### src/rtl/alu_iter.sv
// Parametrised-width ALU with valid/ready handshakes on both sides, registered results,
// and an iterative shift-add multiplier.
module alu_iter #(
   parameter int unsigned WIDTH = 32
) (
   input  logic             clk,
   input  logic             rst,
   input  logic             in_valid,
   output logic             in_ready,
   input  logic [3:0]       op,
   input  logic [WIDTH-1:0] a,
   input  logic [WIDTH-1:0] b,
   output logic             out_valid,
   input  logic             out_ready,
   output logic [WIDTH-1:0] result,
   output logic             zero,
   output logic             overflow,
   output logic             carry,
   output logic             less,
   output logic             err
);

   localparam int unsigned CNT_W = $clog2(WIDTH + 1);

   localparam logic [3:0] OP_ADD  = 4'd0;
   localparam logic [3:0] OP_SUB  = 4'd1;
   localparam logic [3:0] OP_NOT  = 4'd2;
   localparam logic [3:0] OP_AND  = 4'd3;
   localparam logic [3:0] OP_OR   = 4'd4;
   localparam logic [3:0] OP_XOR  = 4'd5;
   localparam logic [3:0] OP_SLT  = 4'd6;
   localparam logic [3:0] OP_EQ   = 4'd7;
   localparam logic [3:0] OP_SLTU = 4'd8;
   localparam logic [3:0] OP_MUL  = 4'd9;

   typedef enum logic [1:0] {IDLE, MUL, DONE} state_t;

   state_t           state;
   state_t           state_nxt;
   logic             accept_c;
   logic             mul_last_c;
   logic [WIDTH-1:0] mcand;
   logic [WIDTH-1:0] mplier;
   logic [WIDTH-1:0] acc;
   logic [CNT_W-1:0] cnt;
   logic [WIDTH-1:0] acc_step_c;

   logic [WIDTH:0]   sum_c;
   logic [WIDTH:0]   dif_c;
   logic             add_ovf_c;
   logic             sub_ovf_c;
   logic [WIDTH-1:0] alu_res_c;
   logic             alu_ovf_c;
   logic             alu_cry_c;
   logic             alu_less_c;
   logic             alu_err_c;

   // Single-cycle datapath; subtraction is a + ~b + 1 so carry-out means "no borrow"
   assign sum_c     = {1'b0, a} + {1'b0, b};
   assign dif_c     = {1'b0, a} + {1'b0, ~b} + (WIDTH+1)'(1);
   assign add_ovf_c = (a[WIDTH-1] == b[WIDTH-1]) & (sum_c[WIDTH-1] != a[WIDTH-1]);
   assign sub_ovf_c = (a[WIDTH-1] != b[WIDTH-1]) & (dif_c[WIDTH-1] != a[WIDTH-1]);

   always_comb begin
      alu_res_c  = '0;
      alu_ovf_c  = 1'b0;
      alu_cry_c  = 1'b0;
      alu_less_c = 1'b0;
      alu_err_c  = 1'b0;
      case (op)
         OP_ADD: begin
            alu_res_c = sum_c[WIDTH-1:0];
            alu_cry_c = sum_c[WIDTH];
            alu_ovf_c = add_ovf_c;
         end
         OP_SUB: begin
            alu_res_c = dif_c[WIDTH-1:0];
            alu_cry_c = dif_c[WIDTH];
            alu_ovf_c = sub_ovf_c;
         end
         OP_NOT: alu_res_c = ~a;
         OP_AND: alu_res_c = a & b;
         OP_OR:  alu_res_c = a | b;
         OP_XOR: alu_res_c = a ^ b;
         OP_SLT: begin
            alu_less_c = dif_c[WIDTH-1] ^ sub_ovf_c;
            alu_res_c  = WIDTH'(alu_less_c);
         end
         OP_EQ:  alu_res_c = WIDTH'(a == b);
         OP_SLTU: begin
            alu_less_c = ~dif_c[WIDTH];
            alu_res_c  = WIDTH'(alu_less_c);
         end
         OP_MUL: alu_res_c = '0;
         default: alu_err_c = 1'b1;
      endcase
   end

   assign accept_c   = in_valid & in_ready;
   assign acc_step_c = acc + (mplier[0] ? mcand : '0);
   assign mul_last_c = (cnt == CNT_W'(1));

   always_ff @(posedge clk) begin
      if (rst) state <= IDLE;
      else     state <= state_nxt;
   end

   always_comb begin
      state_nxt = state;
      case (state)
         IDLE: if (in_valid) state_nxt = (op == OP_MUL) ? MUL : DONE;
         MUL:  if (mul_last_c) state_nxt = DONE;
         DONE: if (out_ready) state_nxt = IDLE;
         default: state_nxt = IDLE;
      endcase
   end

   always_comb begin
      in_ready  = (state == IDLE);
      out_valid = (state == DONE);
   end

   // Result/flag registers and the shift-add multiplier state
   always_ff @(posedge clk) begin
      if (rst) begin
         result   <= '0;
         zero     <= 1'b0;
         overflow <= 1'b0;
         carry    <= 1'b0;
         less     <= 1'b0;
         err      <= 1'b0;
         mcand    <= '0;
         mplier   <= '0;
         acc      <= '0;
         cnt      <= '0;
      end else if (accept_c) begin
         if (op == OP_MUL) begin
            mcand  <= a;
            mplier <= b;
            acc    <= '0;
            cnt    <= CNT_W'(WIDTH);
         end else begin
            result   <= alu_res_c;
            zero     <= (alu_res_c == '0);
            overflow <= alu_ovf_c;
            carry    <= alu_cry_c;
            less     <= alu_less_c;
            err      <= alu_err_c;
         end
      end else if (state == MUL) begin
         acc    <= acc_step_c;
         mcand  <= mcand << 1;
         mplier <= mplier >> 1;
         cnt    <= cnt - CNT_W'(1);
         if (mul_last_c) begin
            result   <= acc_step_c;
            zero     <= (acc_step_c == '0);
            overflow <= 1'b0;
            carry    <= 1'b0;
            less     <= 1'b0;
            err      <= 1'b0;
         end
      end
   end

endmodule

### config.mk
export PLATFORM = sky130hd
export DESIGN_NAME = alu_iter
export DESIGN_NICKNAME = d
export VERILOG_FILES = /design/src/rtl/alu_iter.sv
export SDC_FILE = /design/constraint.sdc
export NUM_CORES = 1
export LEC_CHECK = 0
export BUFFER_PORTS_ARGS = -buffer_cell sky130_fd_sc_hd__buf_2
export CAP_MARGIN = 30
export CORE_UTILIZATION = 62
export DETAILED_ROUTE_END_ITERATION = 16
export GPL_TIMING_DRIVEN = 0
export PLACE_DENSITY = 0.89
export SETUP_SLACK_MARGIN = 0.1
export SLEW_MARGIN = 0
export SYNTH_ARGS = -nofsm -noshare
export SYNTH_HDL_FRONTEND = slang
export SYNTH_SLANG_ARGS = --single-unit
### constraint.sdc
create_clock -name clk -period 4.9 [get_ports clk]
set_input_delay 0.245 -clock clk [delete_from_list [all_inputs] [get_ports clk]]
set_output_delay 0.245 -clock clk [all_outputs]
set_load 0.02 [all_outputs]
Yosys cells after proc, flatten, opt, wreduce, memory -nomap -nowiden
Cells that the tools add are included.
{"block": "totals", "ff_bits": 141, "latch_bits": 0, "ram_bits": 0, "romBits": 0, "in_bits": 72, "word_cells": 99, "memories": 0}
{"block": "classes", "addsub": 5, "multipliers": 0, "div_mod_pow": 0, "magnitude_cmp": 0, "eq_ne": 22, "shifts": 0, "mux": 41, "n_bitwise": 10, "reduce_logical": 10}
{"operator": "2-to-1 mux 32 bit", "count": 14}
{"operator": "case mux 32 bit (9 select lines)", "count": 1}
{"operator": "adder 32 x 32 -> 33 bit", "count": 2}
{"operator": "zero test 32 bit", "count": 2}
{"operator": "NOT 32 bit", "count": 2}
{"operator": "adder 33 x 1 -> 33 bit, second input constant", "count": 1}
{"operator": "adder 32 bit", "count": 1}
{"operator": "bitwise AND 32 bit", "count": 1}
{"operator": "equality test 32 bit", "count": 1}
{"operator": "bitwise OR 32 bit", "count": 1}
{"operator": "XOR 32 bit", "count": 1}
{"operator": "2-to-1 mux 6 bit", "count": 3}
{"operator": "equality test 4 x 3 -> 1 bit, second input constant", "count": 4}
{"operator": "2-to-1 mux 1 bit", "count": 15}
{"operator": "OR reduction 9 bit", "count": 1}
{"operator": "equality test 4 x 2 -> 1 bit, second input constant", "count": 2}
{"operator": "equality test 4 bit, second input constant", "count": 2}
{"operator": "2-to-1 mux 2 bit", "count": 4}
{"operator": "equality test 6 x 1 -> 1 bit, second input constant", "count": 1}
{"operator": "inequality test 2 bit, second input constant", "count": 3}
{"operator": "case mux 1 bit (2 select lines)", "count": 3}
{"operator": "case mux 2 bit (3 select lines)", "count": 1}
{"operator": "AND reduction 3 bit", "count": 2}
{"operator": "subtractor 6 x 1 -> 6 bit, second input constant", "count": 1}
{"operator": "other kinds (13)", "count": 19}

Depth between registers and ports, before layout
{"block": "logic_depth", "depth_word": 10, "depth_mapped": 23, "ltp_nobuf": 22}

Worst setup path before layout
OpenSTA, ideal clock, no wires.
{"block": "synth_path", "path_type": "input to register", "from": "input port b[1]", "to": "register zero", "setup_time_ns": 0.067, "arrival_ns": 4.111, "t_required_ns": 4.833, "setup_slack_ns": 0.722, "path_stages": 18, "n_path_buf": 0, "cell_sequence": "inv_1 ha_1 or2_2 a2111oi_4 nor4_1 nor4_1 o21ai_0 a211oi_1 o21ai_0 nand2b_1 a21o_1 fa_1 a221oi_1 o211ai_1 or3_1 or4_1 o21a_1 o21ai_2"}
{"block": "synth_between", "elab_chain_len": 10}
{"element": "from (decl)", "line_no": "12", "rtl": "input logic [WIDTH-1:0] b,"}
{"element": "NOT 32 bit", "line_no": "60", "rtl": "assign dif_c = {1'b0, a} + {1'b0, ~b} + (WIDTH+1)'(1);"}
{"element": "adder 32 x 32 -> 33 bit", "line_no": "60"}
{"element": "adder 33 x 1 -> 33 bit", "line_no": "60"}
{"element": "inequality test 1 bit", "line_no": "62", "rtl": "assign sub_ovf_c = (a[WIDTH-1] != b[WIDTH-1]) & (dif_c[WIDTH-1] != a[WIDTH-1]);"}
{"element": "bitwise AND 1 bit", "line_no": "62"}
{"element": "XOR 1 bit", "line_no": "86", "rtl": "alu_less_c = dif_c[WIDTH-1] ^ sub_ovf_c;"}
{"element": "case mux 32 bit (9 select lines) *", "line_no": "70", "rtl": "case (op)"}
{"element": "zero test 32 bit *", "line_no": "144", "rtl": "zero <= (alu_res_c == '0);"}
{"element": "2-to-1 mux 1 bit *", "line_no": "137", "rtl": "if (op == OP_MUL) begin"}
{"element": "2-to-1 mux 1 bit *", "line_no": "136", "rtl": "end else if (accept_c) begin"}
{"element": "to (signal assigned)", "line_no": "144"}
{"element": "to (signal assigned)", "line_no": "157", "rtl": "zero <= (acc_step_c == '0);"}
{"element": "to (decl)", "line_no": "16", "rtl": "output logic zero,"}
Mark *: on every way between the ends. The rest lies on a longest branch, timed or not. The select of a mux whose other input is x is not followed.
A chain may end at the register's enable or synchronous reset.

Worst setup path in the final report
{"block": "layout_path", "from": "register mplier[0]", "to": "register zero"}
{"block": "layout_between", "elab_chain_len": 6}
{"element": "from (decl)", "line_no": "43", "rtl": "logic [WIDTH-1:0] mplier;"}
{"element": "from (signal assigned)", "line_no": "153", "rtl": "mplier <= mplier >> 1;"}
{"element": "2-to-1 mux 32 bit", "line_no": "100", "rtl": "assign acc_step_c = acc + (mplier[0] ? mcand : '0);"}
{"element": "adder 32 bit", "line_no": "100"}
{"element": "zero test 32 bit", "line_no": "157"}
{"element": "2-to-1 mux 1 bit", "line_no": "155", "rtl": "if (mul_last_c) begin"}
{"element": "2-to-1 mux 1 bit", "line_no": "150", "rtl": "end else if (state == MUL) begin"}
{"element": "2-to-1 mux 1 bit", "line_no": "136"}
Every way passes these cells. The select of a mux whose other input is x is not followed.

==> results.md <==
- The flow ran to the end, and the final reports show no timing, DRC or antenna violations.
- The number of flops mapped to enable cells by yosys is 0.
- After detailed routing, the average wire length per cell comes to 24.2 µm.
- The worst hold path stage count is 3.
- Row generation in the floorplan step produced 53 rows.
- The total buffers and inverters traversed by the critical path is 1.
- In this run the tightest slew margin relative to its limit is 26.3%.
- Summing the areas of all and, or, nand and nor instances in the mapped netlist gives 26.1% of the synthesized area.
- The sum of routed wire length over all layers is 55.3 mm.
- The final critical-path required period is 4.53 ns.
- The pin count of the biggest net entering global routing is 17.
- The final core area utilization is 70.7%.
- The number of levels in the clock H-tree is 4.
- The synthesized netlist devotes 12.7% of its cell area to adder and majority cells.
- The initial utilization of the core area, before any placement, comes to 63.3%.
- Clock skew on the completed layout was measured at 0.0152 ns.
- The Yosys step of the flow raised 0 warnings.
- Walking the worst path, the cells encountered are clkbuf_1 > and2_1 > ha_1 > a21oi_1 > o21ai_0 > a32oi_1 > a211oi_1 > o311a_1 > or3_1 > a21oi_1 > o21ai_1 > a21oi_1 > xnor2_1 > or3_1 > o21ai_2.
- The number of nets in the layout is 2197.
- The worst min-delay path category is primary input to flop.
- The final max-slew violation count is 0.
- The first global-routing pass estimated 82.6 mm of wire.
- The count of endpoints failing hold in the final timing report is 0.
- The total cell area at the placement stage is 14300 µm².
- The detailed-router iteration count before antenna repair is 8.
- In this design, the critical path's most frequently occurring cell is a21oi_1.
- The count of state elements after synthesis is 141.
- The startpoint identified for the worst hold timing path is b[6].
- The compound-gate portion of the synthesized area is 30.0%.
- The worst path arrival time is 4.90 ns.
- Based on the critical path, the design can be clocked at up to 221 MHz.
- Setup repair after global routing left no endpoint under its margin.
- Counting every sink on the clock net gives 141.
- The launching element type of the critical path is a flop.
- In this run the tool buffered the top-level ports with 108 buffer cells.
- Summed over all layers, the global routing overflow is 0.
- The TritonCTS clock tree is yes.
- The floorplan die area is 22100 µm².
- The tool flagged a number of max-cap violations equal to 0.
- After synthesis, the largest family of logic cells by area is compound AO/OA/AOI/OAI gates.
- In this run the register-to-register setup slack is 0.37 ns.
- The terminating pin of the worst hold path is mplier[6].
- The first routing iteration left 2340 violations.
- In this design, the largest share of critical-path delay is due to compound AO/OA/AOI/OAI gates.
- The maximum root-to-sink buffer count is 2.
- The nature of the critical path endpoint is a flop.
- After detailed routing, the number of remaining DRC violations is 0.
- During I/O placement, the number of pins put on the boundary was 111.
- In this run, post-CTS repair resized a total of 0 instances.
- Once detail routing completed, the nets flagged for antenna violations numbered 0.
- The via count of the first global-routing pass came to 14700.
- The via density per instance is 7.02.
- The congestion estimate from routability-driven global placement came to 1.03.
- The type of the worst setup path is flop to flop.
- The library cell used most frequently in the layout, excluding fill and tap cells, is nand2_1.
- The cell area that synthesis handed to floorplanning was 13400 µm².
- Hold timing on the final database bottoms out at a slack of 0.0991 ns.
- The gate count after technology mapping is 1862.
- TritonCTS created 17 clock buffers.
- The total routing usage reported by global routing is 49.3%.
- The netlist uses 97 different library cells.
- For this run, asynchronously set or reset flops after synthesis account for 0%.
- The worst register-to-register path begins at mplier[0].
- The clock root buffer master is clkbuf_16.
- The hold-fix buffer count after cts is 0.
- The number of vias in the routed layout is 16000.
- The number of cell instances on the worst register-to-register path is 15.
- The number of nets produced by synthesis is 2067.
- The area of the core is 21100 µm².
- The detailed placer's ending HPWL is 42.8 mm.
- The count of endpoints failing setup in the final report is 0.
- The proportion of layout cells with a drive suffix above 1 is 10.7%.
- The average cell area after synthesis is 7.17 µm².
- The die extent in y is 149 µm.
- The worst-case IR drop observed on VDD is 199 µV.
- The critical-path cell with the highest stage delay is dfxtp_1.
- Dividing the final minimum period by the clock period gives 92.4%.
- The filler cells instantiated in the layout total 1749.
- The CTS clock-pin slew for the worst setup and hold paths is 0.07 ns.
- The number of antenna violations at the first check in global routing is 0.
- At the pin with the least slew margin, the transition time is 1.10 ns.
- The summed area of non-filler cells in the final layout is 14900 µm².
- The static leakage power is 6.15 nW.
- The data required time of the worst path is 5.27 ns.
- In this design, the stage delay of the slowest critical-path cell is 0.58 ns.
- After Yosys synthesis, XOR and XNOR cells account for 2.30% of the synthesized area.
- The most used flip-flop cell after synthesis is dfxtp_1.
- The number of gates on the worst path with buffers counted is 15.
- The chip width is 149 µm.
- In this run the worst path has a maximum fanout of 10.
- Leaving out fill and tap cells, the most frequent cells in the layout are 252 x nand2_1, 204 x nor2_1, 151 x a21oi_1, 141 x dfxtp_1, 129 x ha_1.
- The sequential cell area fraction in the yosys report is 21.1%.
- Buffers added to address setup during post-CTS repair amount to 0.
- The synthesis-to-layout area growth is 11.7%.
- In this run the critical register-to-register path is captured at zero.
- The clock latency on the worst-skew pair is 0.44 ns.
- The multiplexer area fraction after synthesis is 0.637%.
- The total power divided by cell area is 247 nW/µm².
[final cells by class]
type	count	area [µm²]	share of cell area (%)
Antenna cell	1	2.50	0.0168
Buffer	123	552	3.70
Clock buffer	20	467	3.13
Clock inverter	12	144	0.965
Inverter	107	402	2.69
Multi-Input combinational cell	1491	9620	64.5
Sequential cell	141	2820	18.9
Tap cell	275	344	2.31
Timing Repair Buffer	111	561	3.76
[worst max-delay path by stage]
stage               endpoint       from
global route            zero  mplier[0]
CTS                     zero       a[6]
floorplan               zero       b[1]
global placement        zero      a[18]
detailed placement      zero       a[6]
finish                  zero  mplier[0]
[metal layers]
| layer | track usage [%] | share of wire, % | vias to the layer above | wire, µm |
|---|---|---|---|---|
| li1 | - | - | 7034 | - |
| met1 | 59.4 | 36 | 7355 | 19900 |
| met2 | 78.3 | 43 | 1312 | 23700 |
| met3 | 10.7 | 13 | 318 | 7150 |
| met4 | 34.2 | 8.2 | 0 | 4520 |
| met5 | 0 | 0 | - | 0 |
[synthesized netlist by cell type, drive strengths merged (25+ instances only)]
cell type	number	share of area [%]
dfxtp	141	21
a22oi	33	1.9
a211oi	32	1.9
a21oi	152	5.7
and2	36	1.7
a311oi	65	4.3
nor2	204	5.7
nand2	253	7.1
nor3	46	1.8
ha	129	12
clkbuf	100	3.1
o21ai	61	2.3
inv	106	3.0
xnor2	25	1.6
nand3	59	2.2
[registers in the layout, indices dropped and copies added (netlist names)]
register and count:
mplier 32, cnt 6, state 2, less 1
err 1, result 32, acc 32, zero 1
carry 1, mcand 32, overflow 1
[power by group]
group          leakage, nW  total [W]  switching, W  internal [W]
logic                 4.70    0.00109      0.000742      0.000347
clock network        0.304    0.00138      0.000577      0.000805
registers             1.14    0.00121     0.0000304       0.00118
[through the flow]
stage / setup slack, ns / std cells / setup TNS, ns / power, W
floorplan: 0.722 / 1862 / 0 / 0.00190
global placement: -0.330 / 2245 / -0.330 / 0.00223
detailed placement: -0.229 / 2247 / -0.229 / 0.00225
CTS: 0.183 / 2279 / 0 / 0.00360
global route: 0.116 / 2280 / 0 / 0.00379
finish: 0.371 / 2281 / 0 / 0.00368
[logic make-up after synthesis]
| family | Yosys count |
|---|---|
| AND/OR/NAND/NOR | 745 |
| multiplexers | 8 |
| adder cells (fa/ha/maj) | 133 |
| AO/OA/AOI/OAI | 570 |
| buffers and inverters | 230 |
| XOR/XNOR | 35 |
| flip-flops | 141 |
[worst reg2reg max path: cells and delay by family (launching register included)]
family / cells / cell delay (ns)
fa+ha+maj: 1 / 0.29
compound gates: 9 / 2.05
xor+xnor: 1 / 0.14
simple gates: 3 / 1.02
buf+inv: 1 / 0.38
flops: 1 / 0.58
(Power assumes the default switching activity.)
